<file path="config.mk">
export PLATFORM = sky130hd
export DESIGN_NAME = sequence_player
export DESIGN_NICKNAME = d
export VERILOG_FILES = /design/src/rtl/simon_pkg.sv /design/src/rtl/led_onehot_decoder.sv /design/src/rtl/sequence_player.sv
export SDC_FILE = /design/constraint.sdc
export NUM_CORES = 1
export LEC_CHECK = 0
export CORE_ASPECT_RATIO = 0.8
export CORE_MARGIN = 2
export CORE_UTILIZATION = 32
export CTS_BUF_LIST = sky130_fd_sc_hd__clkbuf_4 sky130_fd_sc_hd__clkbuf_8 sky130_fd_sc_hd__clkbuf_16
export DETAILED_ROUTE_END_ITERATION = 16
export PLACE_DENSITY = 0.55
export SLEW_MARGIN = 40
export SYNTH_ARGS = -nofsm -noshare
export SYNTH_HDL_FRONTEND = slang
export SYNTH_SLANG_ARGS = --single-unit
export TNS_END_PERCENT = 1
</file>
<file path="constraint.sdc">
create_clock -name clk -period 4.5 [get_ports clk]
set_input_delay 1.35 -clock clk [delete_from_list [all_inputs] [get_ports clk]]
set_output_delay 1.35 -clock clk [all_outputs]
set_load 0.03 [all_outputs]
</file>
<file path="src/rtl/simon_pkg.sv">
// Shared types and helpers for the Simon sequence player and its lamp decoder.
package simon_pkg;

   localparam int DEF_NUM_LEDS = 4;
   localparam int DEF_MAX_LEN  = 16;

   typedef enum logic [2:0] {
      S_IDLE,
      S_ADDR,
      S_LOAD,
      S_ON,
      S_OFF,
      S_DONE
   } player_state_t;

   typedef logic [$clog2(DEF_NUM_LEDS)-1:0] led_idx_t;

   // Base time divided by 2^sp, clamped to at least one clock.
   function automatic int unsigned scaled_time(input int unsigned base, input logic [1:0] sp);
      int unsigned t;
      t = base >> sp;
      return (t == 0) ? 1 : t;
   endfunction

endpackage

</file>
<file path="src/rtl/led_onehot_decoder.sv">
// Combinational lamp index to zero-extended one-hot drive; zero output and bad=1 for indices >= NUM_LEDS.
module led_onehot_decoder #(
   parameter int NUM_LEDS = 4,
   parameter int OUT_W    = 10,
   parameter int IDX_W    = (NUM_LEDS > 1) ? $clog2(NUM_LEDS) : 1
) (
   input  logic [IDX_W-1:0] idx,
   output logic [OUT_W-1:0] onehot,
   output logic             bad
);

   always_comb begin
      onehot = '0;
      for (int i = 0; i < NUM_LEDS; i++) begin
         onehot[i] = (idx == IDX_W'(i));
      end
      bad = (32'(idx) >= NUM_LEDS);
   end

endmodule

</file>
<file path="src/rtl/sequence_player.sv">
// Plays len+1 stored lamp indices with on/off timing scaled by 2^speed; one item takes 2+on_t+off_t clocks.
// Registered outputs only; abort returns to IDLE on the next edge and start is ignored while busy.
module sequence_player
   import simon_pkg::*;
#(
   parameter int          NUM_LEDS = DEF_NUM_LEDS,
   parameter int          OUT_W    = 10,
   parameter int          MAX_LEN  = DEF_MAX_LEN,
   parameter int unsigned ON_CYC   = 25_000_000,
   parameter int unsigned OFF_CYC  = 25_000_000,
   parameter int          IDX_W    = (NUM_LEDS > 1) ? $clog2(NUM_LEDS) : 1,
   parameter int          AW       = $clog2(MAX_LEN)
) (
   input  logic             clk,
   input  logic             reset,
   input  logic             start,
   input  logic [AW-1:0]    len,
   input  logic [1:0]       speed,
   input  logic             abort,
   output logic [AW-1:0]    mem_addr,
   input  logic [IDX_W-1:0] mem_data,
   output logic [OUT_W-1:0] led_out,
   output logic             busy,
   output logic             done,
   output logic             err
);

   localparam int unsigned MAX_CYC = (ON_CYC > OFF_CYC) ? ON_CYC : OFF_CYC;
   localparam int          TW      = $clog2(MAX_CYC + 1);

   player_state_t    state;
   logic [TW-1:0]    timer;
   logic [AW-1:0]    len_q;
   logic [1:0]       speed_q;
   logic [TW-1:0]    on_load;
   logic [TW-1:0]    off_load;
   logic [OUT_W-1:0] dec_onehot;
   logic             dec_bad;

   assign on_load  = TW'(scaled_time(ON_CYC, speed_q) - 1);
   assign off_load = TW'(scaled_time(OFF_CYC, speed_q) - 1);

   // Decoded straight from the memory output so the lamp lights on the edge leaving LOAD.
   led_onehot_decoder #(
      .NUM_LEDS (NUM_LEDS),
      .OUT_W    (OUT_W),
      .IDX_W    (IDX_W)
   ) u_dec (
      .idx    (mem_data),
      .onehot (dec_onehot),
      .bad    (dec_bad)
   );

   always_ff @(posedge clk or negedge reset) begin
      if (!reset) begin
         state    <= S_IDLE;
         timer    <= '0;
         len_q    <= '0;
         speed_q  <= '0;
         mem_addr <= '0;
         led_out  <= '0;
         busy     <= 1'b0;
         done     <= 1'b0;
         err      <= 1'b0;
      end else if (abort && state != S_IDLE) begin
         state   <= S_IDLE;
         led_out <= '0;
         busy    <= 1'b0;
         done    <= 1'b0;
      end else begin
         done <= 1'b0;
         case (state)
            S_IDLE: begin
               if (start && !abort) begin
                  len_q    <= len;
                  speed_q  <= speed;
                  err      <= 1'b0;
                  mem_addr <= '0;
                  busy     <= 1'b1;
                  state    <= S_ADDR;
               end
            end
            S_ADDR: state <= S_LOAD;
            S_LOAD: begin
               led_out <= dec_onehot;
               if (dec_bad) err <= 1'b1;
               timer   <= on_load;
               state   <= S_ON;
            end
            S_ON: begin
               if (timer == '0) begin
                  led_out <= '0;
                  timer   <= off_load;
                  state   <= S_OFF;
               end else begin
                  timer <= timer - 1'b1;
               end
            end
            S_OFF: begin
               if (timer == '0) begin
                  if (mem_addr == len_q) begin
                     done  <= 1'b1;
                     state <= S_DONE;
                  end else begin
                     mem_addr <= mem_addr + 1'b1;
                     state    <= S_ADDR;
                  end
               end else begin
                  timer <= timer - 1'b1;
               end
            end
            S_DONE: begin
               busy  <= 1'b0;
               state <= S_IDLE;
            end
            default: state <= S_IDLE;
         endcase
      end
   end

endmodule
</file>
==> reports/qor.yml, run 1 <==
run_status:
  status: "finished, final reports clean"
cts:
  clockRootBuffer: "clkbuf_8"
  post_cts_buffers: 0
  htreeDepth: 2
  hold_buffers: 0
  clk_latency_ns: 0.29
  cts_tree: "built"
  cts.clk_slew.worst_paths_ns: 0.09
  cts_resized: 0
  cts_made_buffers: 5
  cts_buffer_depth: 2
  clock_sinks: 44
power:
  leakage_nw: 1.209
  power_mw: 1.234
  worst_ir_drop_vdd_mv: 0.1314
  power_density_nw_per_um2: 391.2
worst_setup_path:
  rrSetupSlack_ns: 1.47
  reg2reg_from: "state[2]"
  timing.critical_path.buf_inv: 2
  slowest_delay_ns: 0.68
  cpMostUsedCell: "a211oi_1"
  cpLargestDelayFamily: "compound AO/OA/AOI/OAI gates"
  worst_ep_arrival_time_ns: 3.24
  crit_start: "abort"
  worst-setup-path-type: "in2reg"
  crit_fanout: 29
  crit_chain: "clkdlybuf4s50_1, buf_4, a211oi_1, nor2_1, nor3_1, a211oi_1"
  crit_slowest_cell: "a211oi_1"
  cp.required_ns: 4.67
  cp-end-kind: "flip-flop"
  start_kind: "primary input"
floorplanning:
  ios: 29
  dieArea_um2: 9478
  die_h_um: 87.48
  dieWidth_um: 108.4
  coreArea_um2: 8483
  fp-row-count: 30
  initial_core_util: 0.3286
sta:
  fin_crit_ns: 3.067
  skew_ns: 0.01007
  fin_crit_sh: 0.6816
  slew_headroom: 0.4472
  setup_slack_ns: 1.433
  setup_viol_count_final: 0
  tightest_slew_ns: 0.8242
  rsz0062_at_grt: "no"
  maxSlewViolCount: 0
  hold_viol_final: 0
  finalSetupTns_ns: 0
  fmax_mhz: 326.1
logic_synthesis:
  postSynthAreaPerCell_um2: 8.711
  yosys-top-cells-count: "dfrtp_1, nand2_1, nor2_1, a21oi_1"
  async_reset_ff_frac: 1.000
  synth.cell_area_um2: 2788
  synthTopCellsByArea: "dfrtp_1, nand2_1, mux2_2, a211oi_1, a21oi_1"
  synth_top_area_share: 0.3950
  syn_inst: 320
  synth_warnings: 0
  synth_largest_area_cell: "dfrtp_1"
  yosys.cell_count.top_type: "dfrtp_1"
  ys_types: 59
  synthFlopType: "dfrtp_1"
  synth_edf_count: 0
  synth_seq_area_share: 0.3950
  synth_seq_cells: 44
placed_design:
  dp_hpwl_mm: 5.021
  pre_cts_ws_ns: 1.151
  port_buffers: 21
  gp_congestion: 0.8729
layout:
  antenna_cells: 0
  area_delta_synth_final_pct: 13.11
  nets: 351
  drive_gt1_frac: 0.1009
global_routing:
  grt_pass1_vias: 2347
  grt_first_pass_wirelength_mm: 11.98
  grt_usage: 0.1591
  grt_max_degree: 45
  grt.overflow.total: 0
  antenna_found_initial: 0
routing:
  post-route-drc-count: 0
  avgRoutedWirePerCell_um: 15.59
  num_vias: 2460
  drt_wl_total_mm: 7.001
  dr.pass1.iters: 4
  drt-initial-drc-count: 184
  antenna_left: 0
  viasPerCell: 5.479
flow_run:
  cap_violations: 0
hold_path:
  min_from: "led_out[3]"
  min_path_type: "reg2reg"
path summary, 6_finish.rpt:
| kind | endpoint | depth (start not counted) |
|---|---|---|
| worst max register to register | timer[3] | 6 |
| max in group asynchronous | mem_addr[3] | 1 |
| worst min register to register | led_out[3] | 2 |
| worst max-delay path | timer[3] | 6 |
| min in group asynchronous | timer[2] | 1 |
| worst min-delay path | led_out[3] | 2 |
report_power, final:
| group | internal, mW | switching [mW] | total, mW |
|---|---|---|---|
| clock | 0.123 | 0.140 | 0.263 |
| sequential | 0.501 | 0.134 | 0.635 |
| combinational | 0.153 | 0.182 | 0.335 |
| total | 0.778 | 0.456 | 1.23 |
worst register-to-register path: stages, from the launching register on:
cell	delay [ns]
dfrtp_1	0.59
nor3b_2	0.65
a21oi_1	0.34
a211oi_1	0.78
nor2_1	0.25
nor3_1	0.23
a211oi_1	0.07
cells in the final DEF, fill, tap and decap left out, types with 2 or more instances in the layout:
master,n
nor3_1,16
nand2_1,35
nor3_2,2
a21boi_1,2
clkdlybuf4s50_1,20
a21o_1,2
dfrtp_1,44
o31ai_1,11
a2bb2oi_1,3
or3_1,7
xor2_1,2
clkbuf_8,6
a21oi_1,19
o21ai_1,3
or2_2,3
a211o_1,2
and3_1,3
nand3_1,13
o21a_1,4
a31oi_1,5
clkinv_2,2
ha_1,3
o41ai_1,2
mux2i_1,6
inv_1,14
nand4_1,3
o22a_1,2
a211oi_1,13
o21ai_0,16
nor2_1,21
o22ai_1,2
buf_4,4
conb_1,7
mux2_2,9
xnor2_1,3
nor2b_1,5
state kept, by name, indices dropped and copies added (netlist names):
signal and flops:
state 3, led_out 4, mem_addr 4, done 1, speed_q 2, busy 1, timer 25, len_q 4
layout make-up:
| class | instances | area, um2 |
|---|---|---|
| fillers | 897 | 5330 |
| multi-input cells | 247 | 1536 |
| flip-flops and latches | 44 | 1101 |
| repair buffers | 24 | 230.2 |
| well taps | 112 | 140.1 |
| clock buffers | 6 | 82.58 |
| inverters | 14 | 52.55 |
| clock inverters | 2 | 10.01 |
stage by stage:
step           instance area [um2]  cells    util  hold WS [ns]
6_report                      3153    449  0.3717        0.4869
5_1_grt                       3153    449  0.3717        0.5254
4_1_cts                       3153    449  0.3717        0.4958
3_5_place_dp                  3060    441  0.3608        0.4645
3_3_place_gp                  3054    441  0.3600        0.4642
2_1_floorplan                 2810    326       -        0.4521
routing by layer:
metal / part of all wire / vias up / GRT usage
li1: - / 1196 / -
met1: 0.51 / 1181 / 0.2488
met2: 0.42 / 81 / 0.2298
met3: 0.064 / 2 / 0.02917
met4: 0.0046 / 0 / 0.02448
met5: 0 / - / 0
logic make-up (layout without fill, tap and decap cells):
family | Yosys count | after routing | share of synthesized area
multiplexers | 15 | 15 | 0.05790
adder cells (fa/ha/maj) | 3 | 3 | 0.01347
buffers and inverters | 35 | 46 | 0.06329
flip-flops | 44 | 44 | 0.3950
AO/OA/AOI/OAI | 97 | 97 | 0.2325
AND/OR/NAND/NOR | 120 | 120 | 0.2208
XOR/XNOR | 5 | 5 | 0.01571
other | 1 | 7 | 0.001345
Power figures use the tool's default switching activity.
==> inputs of run 2 (changes only) <==
--- a/config.mk
+++ b/config.mk
@@ -10,7 +10,7 @@
 export CORE_UTILIZATION = 32
 export CTS_BUF_LIST = sky130_fd_sc_hd__clkbuf_4 sky130_fd_sc_hd__clkbuf_8 sky130_fd_sc_hd__clkbuf_16
 export DETAILED_ROUTE_END_ITERATION = 16
-export PLACE_DENSITY = 0.55
+export PLACE_DENSITY = 0.57
 export SLEW_MARGIN = 40
 export SYNTH_ARGS = -nofsm -noshare
 export SYNTH_HDL_FRONTEND = slang
==> constraint.sdc (replaced) <==
create_clock -name clk -period 2.5 [get_ports clk]
set_input_delay 0.75 -clock clk [delete_from_list [all_inputs] [get_ports clk]]
set_output_delay 0.75 -clock clk [all_outputs]
set_load 0.03 [all_outputs]
==> run 2 against run 1 <==
Effect of this change: critical path depth grew 1; routed wire length grew 7.2%; clock-buffer cell count is the same; first-iteration DRC count shrank 19%; power grew 94%; core utilization grew 3.8 points; via count grew 5.1%.
==> reports/qor.yml, run 2 (same netlist as run 1, synthesis figures left out) <==
run_status:
  status: "finished, final reports clean"
floorplanning:
  dieWidth_um: 108.4
  dieArea_um2: 9478
  die_h_um: 87.48
  fp-row-count: 30
  coreArea_um2: 8483
  ios: 29
  initial_core_util: 0.3286
routing:
  post-route-drc-count: 0
  viasPerCell: 5.319
  dr.pass1.iters: 4
  num_vias: 2585
  drt_wl_total_mm: 7.507
  drt-initial-drc-count: 149
  antenna_left: 0
  avgRoutedWirePerCell_um: 15.45
layout:
  drive_gt1_frac: 0.1925
  layout_commonest_cell: "dfrtp_1"
  area_delta_synth_final_pct: 24.73
  nets: 388
  largest_register_ffs: 25
  layout_common_cells: "dfrtp_1, buf_4, nand2_1"
  nFillCells: 873
  antenna_cells: 0
  utilization: 0.4099
  regMostFlops: "timer"
placed_design:
  port_buffers: 21
  dp_hpwl_mm: 5.695
  gp_congestion: 0.8722
  pre_cts_ws_ns: -0.08121
cts:
  clockRootBuffer: "clkbuf_8"
  cts_made_buffers: 5
  htreeDepth: 2
  post_cts_buffers: 0
  clk_latency_ns: 0.31
  cts_buffer_depth: 2
  cts_resized: 0
  clock_sinks: 44
  cts_tree: "built"
  cts.clk_slew.worst_paths_ns: 0.09
  hold_buffers: 0
power:
  leakage_nw: 1.407
  power_density_nw_per_um2: 687.4
  worst_ir_drop_vdd_mv: 0.3057
worst_setup_path:
  crit_chain: "nor4_1, buf_4, and4_4, a31oi_1, or4_4, or3_1, a21boi_1"
  rrSetupSlack_ns: 0.22
  worst-setup-path-type: "reg2reg"
  cp.required_ns: 2.73
  worst_ep_arrival_time_ns: 2.52
  reg2regPathDepth: 7
  crit_slowest_cell: "or4_4"
  slowest_delay_ns: 0.46
  cp-end-kind: "flip-flop"
  start_kind: "flip-flop"
  crit_fanout: 5
global_routing:
  grt_pass1_vias: 2460
  grt_usage: 0.1705
  grt_first_pass_wirelength_mm: 12.56
  grt_max_degree: 25
  grt.overflow.total: 0
  antenna_found_initial: 0
sta:
  rsz0062_at_grt: "no"
  maxSlewViolCount: 0
  slew_headroom: 0.6381
  setup_slack_ns: 0.2154
  fmax_mhz: 437.7
  tightest_slew_ns: 0.5428
  fin_crit_ns: 2.285
  skew_ns: 0.005934
  setup_viol_count_final: 0
  hold_viol_final: 0
  fin_crit_sh: 0.9138
flow_run:
  cap_violations: 0
hold_path:
  min_path_type: "in2async"
==> run 2: changes by cell type in the layout (fill, tap and decap cells not counted), sizes merged <==
cell / change
buf: +37
bufinv: +1
clkinv: -1
==> run 2: power by group <==
part	total, mW	switching [mW]	internal, mW
Sequential	1.15	0.243	0.903
Clock	0.572	0.264	0.308
Combinational	0.672	0.343	0.330
Total	2.39	0.850	1.54
==> run 2: through the flow <==
| step | TNS, ns | power (mW) | hold slack [ns] | area, um2 | std cells |
|---|---|---|---|---|---|
| after floorplan | 0 | 1.554 | 0.4521 | 2810 | 326 |
| after global placement | 0 | 1.800 | 0.4619 | 3357 | 478 |
| after detailed placement | -0.08121 | 1.821 | 0.4699 | 3357 | 478 |
| after CTS | 0 | 2.402 | 0.4224 | 3468 | 486 |
| after global routing | 0 | 2.548 | 0.4454 | 3477 | 486 |
| final | 0 | 2.390 | 0.4142 | 3477 | 486 |
==> run 2: cell type report <==
cell class,instances,area [um2],area share
clock inverters,2,35.03,0.01008
flip-flops and latches,44,1101,0.3167
inverters,14,52.55,0.01511
repair buffers,61,530.5,0.1526
multi-input cells,247,1541,0.4433
well taps,112,140.1,0.04030
clock buffers,6,76.32,0.02195
==> run 2: final timing paths <==
path                       startpoint     endpoint
hold reg to reg            led_out[3]   led_out[3]
max in group asynchronous       reset    timer[17]
setup / recovery            timer[19]  mem_addr[3]
min in group clk           led_out[3]   led_out[3]
setup reg to reg            timer[19]  mem_addr[3]
hold / removal                  reset     timer[1]
==> run 2: per-layer routing <==
| metal | GRT usage | vias to the layer above | share of wire |
|---|---|---|---|
| li1 | - | 1269 | - |
| met1 | 0.2580 | 1250 | 0.52 |
| met2 | 0.2424 | 56 | 0.41 |
| met3 | 0.04188 | 10 | 0.059 |
| met4 | 0.03963 | 0 | 0.0096 |
| met5 | 0 | - | 0 |
==> run 2: worst max-delay path, delay by kind of cell, from the launching register on <==
| family | cells | cell delay, ns |
|---|---|---|
| DFF | 1 | 0.42 |
| buffers and inverters | 1 | 0.18 |
| AOI/OAI and AO/OA | 2 | 0.25 |
| and+or+nand+nor | 4 | 1.36 |
